### src/rtl/dr_sync_mc.sv
// dr_sync_mc: multi-channel dual-rail (4-phase RTZ or 2-phase NRZ) to synchronous bridge.
// Each channel is synchronised, decoded into a private FIFO, and the FIFOs are merged
// round-robin onto one registered valid/ready stream tagged with the source channel.
module dr_sync_mc #(
    parameter int unsigned WIDTH       = 8,
    parameter int unsigned CH          = 4,
    parameter int unsigned DEPTH       = 4,
    parameter int unsigned SYNC_STAGES = 2,
    parameter string       ENC         = "FP",
    localparam int unsigned CW         = (CH > 1) ? $clog2(CH) : 1
) (
    input  logic                          clk,
    input  logic                          rst,
    input  logic [CH-1:0][WIDTH-1:0][1:0] in,
    output logic [CH-1:0]                 ack_o,
    output logic [WIDTH-1:0]              out_data,
    output logic [CW-1:0]                 out_ch,
    output logic                          out_valid,
    input  logic                          out_ready,
    output logic [CH-1:0]                 err
);
    localparam int unsigned   AW      = $clog2(DEPTH);
    localparam bit            IS_TP   = (ENC == "TP");
    localparam logic [AW:0]   PTR_ONE = 1;
    localparam logic [CW-1:0] CH_LAST = CW'(CH - 1);

    typedef enum logic {StIdle, StAck} fp_state_e;

    logic [CH-1:0][WIDTH-1:0][1:0] sync_q [SYNC_STAGES];
    logic [CH-1:0][WIDTH-1:0][1:0] s;
    logic [CH-1:0][WIDTH-1:0][1:0] ref_q, ref_d;

    fp_state_e state_q [CH];
    fp_state_e state_d [CH];
    logic [CH-1:0] ack_q, ack_d, err_q, err_d;

    logic [CH-1:0] fp_done, fp_bad, fp_null, tp_done, tp_bad;
    logic [CH-1:0][WIDTH-1:0] push_word;
    logic [CH-1:0] push, pop, full, empty;

    logic [WIDTH-1:0] mem_q [CH][DEPTH];
    logic [AW:0]      wptr_q [CH];
    logic [AW:0]      rptr_q [CH];

    logic             grant_valid, load;
    logic [CW-1:0]    grant_idx, rr_q;
    logic [WIDTH-1:0] head;
    logic             out_valid_q;
    logic [WIDTH-1:0] out_data_q;
    logic [CW-1:0]    out_ch_q;

    // Input rail synchronisers; every downstream decision uses only the last stage
    always_ff @(posedge clk or posedge rst) begin
        if (rst) begin
            for (int i = 0; i < SYNC_STAGES; i++) sync_q[i] <= '0;
        end else begin
            sync_q[0] <= in;
            for (int i = 1; i < SYNC_STAGES; i++) sync_q[i] <= sync_q[i-1];
        end
    end
    assign s = sync_q[SYNC_STAGES-1];

    // Classify each channel's code for both encodings and form the word to push
    always_comb begin
        logic             f_done, f_bad, f_null, t_done, t_bad;
        logic [1:0]       d;
        logic [WIDTH-1:0] w;
        for (int c = 0; c < CH; c++) begin
            f_done = 1'b1;
            f_bad  = 1'b0;
            f_null = 1'b1;
            t_done = 1'b1;
            t_bad  = 1'b0;
            w      = '0;
            for (int b = 0; b < WIDTH; b++) begin
                d      = s[c][b] ^ ref_q[c][b];
                f_done = f_done & (s[c][b][1] ^ s[c][b][0]);
                f_bad  = f_bad | (s[c][b][1] & s[c][b][0]);
                f_null = f_null & ~(s[c][b][1] | s[c][b][0]);
                t_done = t_done & (d[1] ^ d[0]);
                t_bad  = t_bad | (d[1] & d[0]);
                // TP: a toggled true rail means 1
                w[b]   = IS_TP ? d[1] : s[c][b][1];
            end
            fp_done[c]   = f_done;
            fp_bad[c]    = f_bad;
            fp_null[c]   = f_null;
            tp_done[c]   = t_done;
            tp_bad[c]    = t_bad;
            push_word[c] = w;
        end
    end

    // FIFO status; pointers carry one extra bit to tell full from empty
    always_comb begin
        for (int c = 0; c < CH; c++) begin
            full[c]  = (wptr_q[c][AW] != rptr_q[c][AW]) &&
                       (wptr_q[c][AW-1:0] == rptr_q[c][AW-1:0]);
            empty[c] = (wptr_q[c] == rptr_q[c]);
        end
    end

    // Channel handshake next-state: push, ack and sticky error per channel
    always_comb begin
        for (int c = 0; c < CH; c++) begin
            state_d[c] = state_q[c];
            ack_d[c]   = ack_q[c];
            err_d[c]   = err_q[c];
            ref_d[c]   = ref_q[c];
            push[c]    = 1'b0;
            if (!err_q[c]) begin
                if (IS_TP) begin
                    if (tp_bad[c]) begin
                        err_d[c] = 1'b1;
                    end else if (tp_done[c] && !full[c]) begin
                        push[c]  = 1'b1;
                        ref_d[c] = s[c];
                        ack_d[c] = ~ack_q[c];
                    end
                end else begin
                    case (state_q[c])
                        StIdle: begin
                            if (fp_bad[c]) begin
                                err_d[c] = 1'b1;
                            end else if (fp_done[c] && !full[c]) begin
                                push[c]    = 1'b1;
                                ack_d[c]   = 1'b1;
                                state_d[c] = StAck;
                            end
                        end
                        StAck: begin
                            if (fp_null[c]) begin
                                ack_d[c]   = 1'b0;
                                state_d[c] = StIdle;
                            end
                        end
                        default: state_d[c] = StIdle;
                    endcase
                end
            end
        end
    end

    // Channel state registers
    always_ff @(posedge clk or posedge rst) begin
        if (rst) begin
            for (int c = 0; c < CH; c++) state_q[c] <= StIdle;
            ack_q <= '0;
            err_q <= '0;
            ref_q <= '0;
        end else begin
            state_q <= state_d;
            ack_q   <= ack_d;
            err_q   <= err_d;
            ref_q   <= ref_d;
        end
    end

    // FIFO pointers; push and pop may coincide on one channel
    always_ff @(posedge clk or posedge rst) begin
        if (rst) begin
            for (int c = 0; c < CH; c++) begin
                wptr_q[c] <= '0;
                rptr_q[c] <= '0;
            end
        end else begin
            for (int c = 0; c < CH; c++) begin
                if (push[c]) wptr_q[c] <= wptr_q[c] + PTR_ONE;
                if (pop[c])  rptr_q[c] <= rptr_q[c] + PTR_ONE;
            end
        end
    end

    // FIFO storage needs no reset; occupancy is defined by the pointers
    always_ff @(posedge clk) begin
        for (int c = 0; c < CH; c++) begin
            if (push[c]) mem_q[c][wptr_q[c][AW-1:0]] <= push_word[c];
        end
    end

    // Round-robin pick of the first non-empty FIFO at or after the pointer
    always_comb begin
        int unsigned   idx;
        logic [CW-1:0] idx_c;
        grant_valid = 1'b0;
        grant_idx   = '0;
        for (int unsigned k = 0; k < CH; k++) begin
            idx   = (32'(rr_q) + k) % CH;
            idx_c = CW'(idx);
            if (!grant_valid && !empty[idx_c]) begin
                grant_valid = 1'b1;
                grant_idx   = idx_c;
            end
        end
        // Reload when empty or draining this cycle so back-to-back words have no bubble
        load = !out_valid_q || out_ready;
        pop  = '0;
        if (load && grant_valid) pop[grant_idx] = 1'b1;
        head = mem_q[grant_idx][rptr_q[grant_idx][AW-1:0]];
    end

    // Registered output stage and round-robin pointer
    always_ff @(posedge clk or posedge rst) begin
        if (rst) begin
            out_valid_q <= 1'b0;
            out_data_q  <= '0;
            out_ch_q    <= '0;
            rr_q        <= '0;
        end else if (load) begin
            out_valid_q <= grant_valid;
            if (grant_valid) begin
                out_data_q <= head;
                out_ch_q   <= grant_idx;
                rr_q       <= (grant_idx == CH_LAST) ? '0 : grant_idx + CW'(1);
            end
        end
    end

    assign ack_o     = ack_q;
    assign err       = err_q;
    assign out_valid = out_valid_q;
    assign out_data  = out_data_q;
    assign out_ch    = out_ch_q;

endmodule

### config.mk
export PLATFORM = sky130hd
export DESIGN_NAME = dr_sync_mc
export DESIGN_NICKNAME = d
export VERILOG_FILES = /design/src/rtl/dr_sync_mc.sv
export SDC_FILE = /design/constraint.sdc
export NUM_CORES = 1
export LEC_CHECK = 0
export CAP_MARGIN = 20
export CORE_MARGIN = 2
export CORE_UTILIZATION = 55
export DETAILED_ROUTE_END_ITERATION = 8
export PLACE_DENSITY_LB_ADDON = 0.12
export SKIP_CTS_REPAIR_TIMING = 1
export SYNTH_ARGS = -nofsm -noshare
export SYNTH_HDL_FRONTEND = slang
export SYNTH_SLANG_ARGS = --single-unit
### constraint.sdc
create_clock -name clk -period 10.2 [get_ports clk]
set_input_delay 2.04 -clock clk [delete_from_list [all_inputs] [get_ports clk]]
set_output_delay 2.04 -clock clk [all_outputs]
set_load 0.1 [all_outputs]
==> run metrics <==
result of the run=complete, no violations; Fin Setup TNS=0 ns; count of flip-flops with a built-in enable after synthesis=128; count of endpoints failing setup in the final report=0; number of buffer and inverter stages on the critical path=1; sequential share of the synthesized area=68.4%; number of antenna violations at the first check in global routing=1; critical path startpoint category=flop; design area=14200 sq um; H-tree depth=1; most common cell after layout, fill and taps aside=sky130_fd_sc_hd__dfrtp_1; transition time of the tightest slew-check pin=1.10 ns; number of CTS-inserted buffers=30; Crit path max-delay family=buffers and inverters; aggregate routed wire length=27100 um; Mapped Area=12100 sq um; area growth from synthesis to final layout=17.1%; internal cell power=0.00245 W; count of TritonRoute iterations in the first routing pass=5; Clock Power Share=26.3%; Buffers on Ports=85; Core Footprint=21700 sq um; starting density of the core=55.8%; Tot Pwr=0.00400 W; classification of the worst setup path=flop to output pin; share of layout cells above drive strength 1=7.00%; DRC viols=0; # IOs=86; number of violations of the max-capacitance limit=0; Worst Hold Class=flop to flop; arrival time of the worst setup path=2.13 ns; Storage cell area=8270 sq um; cell-by-cell listing of the critical path=clkdlybuf4s50_1; maximum number of buffers from clock root to sink=3; primary flip-flop cell chosen by synthesis mapping=sky130_fd_sc_hd__dfrtp_1; Routed WL per cell=21.7 um; Site Rows=54; Reg clk slew, reported paths=0.06 ns; largest fanout on the critical path=4; number of global-route vias before repair=7145; Switching Share=38.6%; overall overflow remaining after global route=0; fill count=1562; number of synthesized register bits=305; number of slew-limit violations in the final report=0; count of mapped cells out of synthesis=850; horizontal die dimension=152 um; net switching component of the power=0.00154 W; Sequential Power Share=35.9%; last weighted congestion value of the routability-driven placer=0.926; final hold violations=0; shortest clock period the worst path allows after layout=4.17 ns; half-perimeter wire length after detailed placement=19200 um; Vias/cell=5.55; Max stage delay on crit path=1.16 ns; clock network latency to the later pin of the worst-skew pair=0.56 ns; buffer type at the clock tree root=sky130_fd_sc_hd__clkbuf_16; Area after DPL=13200 sq um; endpoint type of the worst setup path=output pin; achievable frequency=240 MHz; Total Routing Usage GR=23.8%; Setup Skew=0.0121 ns; slew margin rel.=26.4%; worst path required time=8.16 ns; height of the die=152 um; post-route clock period utilization=40.8%; wire length of the first global-routing pass=41600 um; clock tree from TritonCTS=done; setup repair after global routing missed its margin=no; area occupied by multi-input gates=3370 sq um; LEAKAGE=6.03 nW; commonest cells after routing, fill and taps aside=177 x sky130_fd_sc_hd__dfrtp_1, 128 x sky130_fd_sc_hd__edfxtp_1, 88 x sky130_fd_sc_hd__ha_1, 87 x sky130_fd_sc_hd__nand2_1, 85 x sky130_fd_sc_hd__clkdlybuf4s50_1; unique cell type count in the Yosys netlist=58; Gate power share=37.8%; largest net degree at the start of global routing=109; violation count after the first detailed-route iteration=420; number of clock sinks seen by CTS=305; die area=23200 sq um; peak ir drop on the vdd network=200 uV; number of nets with antenna violations after routing=0; via total after detailed routing=6937; power density over the cells=282 nW/um^2; post-synthesis average cell area=14.2 sq um; number of nets in the layout=1102; nets in the synthesized netlist=1005; asr flop ratio synth=58.0%; count of synthesis-stage warnings from yosys=0; n_diodes=0; slowest cell on the critical path=sky130_fd_sc_hd__clkdlybuf4s50_1
[per-stage QoR]
stage / setup slack [ns] / util (%) / std cells / hold WS [ns]
floorplan: 3.36 / - / 850 / 0.331
global placement: 6.08 / 60.8 / 1194 / 0.331
detailed placement: 6.01 / 60.8 / 1194 / 0.335
CTS: 6.02 / 65.2 / 1250 / 0.345
global route: 5.99 / 65.3 / 1251 / 0.348
finish: 6.03 / 65.3 / 1251 / 0.344
[cells in the mapped netlist (all sizes together), types with 16 or more instances]
cell type | instances | area share [%]
dfrtp | 177 | 37
edfxtp | 128 | 32
ha | 88 | 9.1
nand2 | 87 | 2.7
inv | 82 | 2.5
a21oi | 38 | 1.6
mux2i | 25 | 2.1
and2 | 18 | 0.93
o21ai | 18 | 0.74
a221oi | 16 | 1.2
a32oi | 16 | 1.2
buf | 16 | 0.86
[registers in the layout, indices dropped and copies added, names as in the netlist, 8 cells and up]
signal     cells
s             32
rptr_q        12
wptr_q        12
push_word     32
sync_q        64
mem_q        128
out_data       8
[per-layer routing]
layer,GRT usage [%],routed length (um),vias up
met1,33.2,11400,3482
met3,4.18,1720,46
met5,0,0,-
met2,38.7,13100,218
met4,7.70,809,0
li1,-,-,3191
[power by group through the flow]
stage	Combinational, W	Clock (W)	Sequential [W]
finish	0.00151	0.00105	0.00143
CTS	0.00149	0.00107	0.00143
global route	0.00162	0.00112	0.00144
floorplan	0.000963	0	0.00156
detailed placement	0.00148	0	0.00146
global placement	0.00147	0	0.00145
[path summary, 6_finish.rpt]
check                                      start                       to  slack [ns]  cells after the start
max                             err[2]$_DFF_PP0_                   err[2]        6.03                      1
min                         sync_q[98]$_DFF_PP0_          s[34]$_DFF_PP0_        0.34                      0
max reg2reg                rptr_q[7]$_DFFE_PP0P_  out_data[4]$_DFFE_PP0P_        6.57                      9
min reg2reg                 sync_q[98]$_DFF_PP0_          s[34]$_DFF_PP0_        0.34                      0
max in group asynchronous                    rst    out_ch[0]$_DFFE_PP0P_        6.67                      3
min in group asynchronous                    rst  push_word[13]$_DFF_PP0_        2.06                      2
[layout make-up]
type                       count  area share (%)
clock inverter                17           0.839
sequential                   305            58.4
clock buffer                  39            5.83
inverter                      82            2.21
timing repair buffer          91            6.41
tap                          280            2.47
multi-input combinational    437            23.8
[logic make-up (layout without fill, tap and decap cells)]
group	count (synthesis)	count (layout)	share of synthesized area (%)
AND/OR/NAND/NOR	167	167	6.65
buffers and inverters	108	229	3.71
multiplexers	29	29	2.47
AO/OA/AOI/OAI	125	125	7.62
adder cells (fa/ha/maj)	88	88	9.11
flip-flops	305	305	68.4
XOR/XNOR	28	28	2.03
Note: power is estimated with default switching activity, not from simulation.
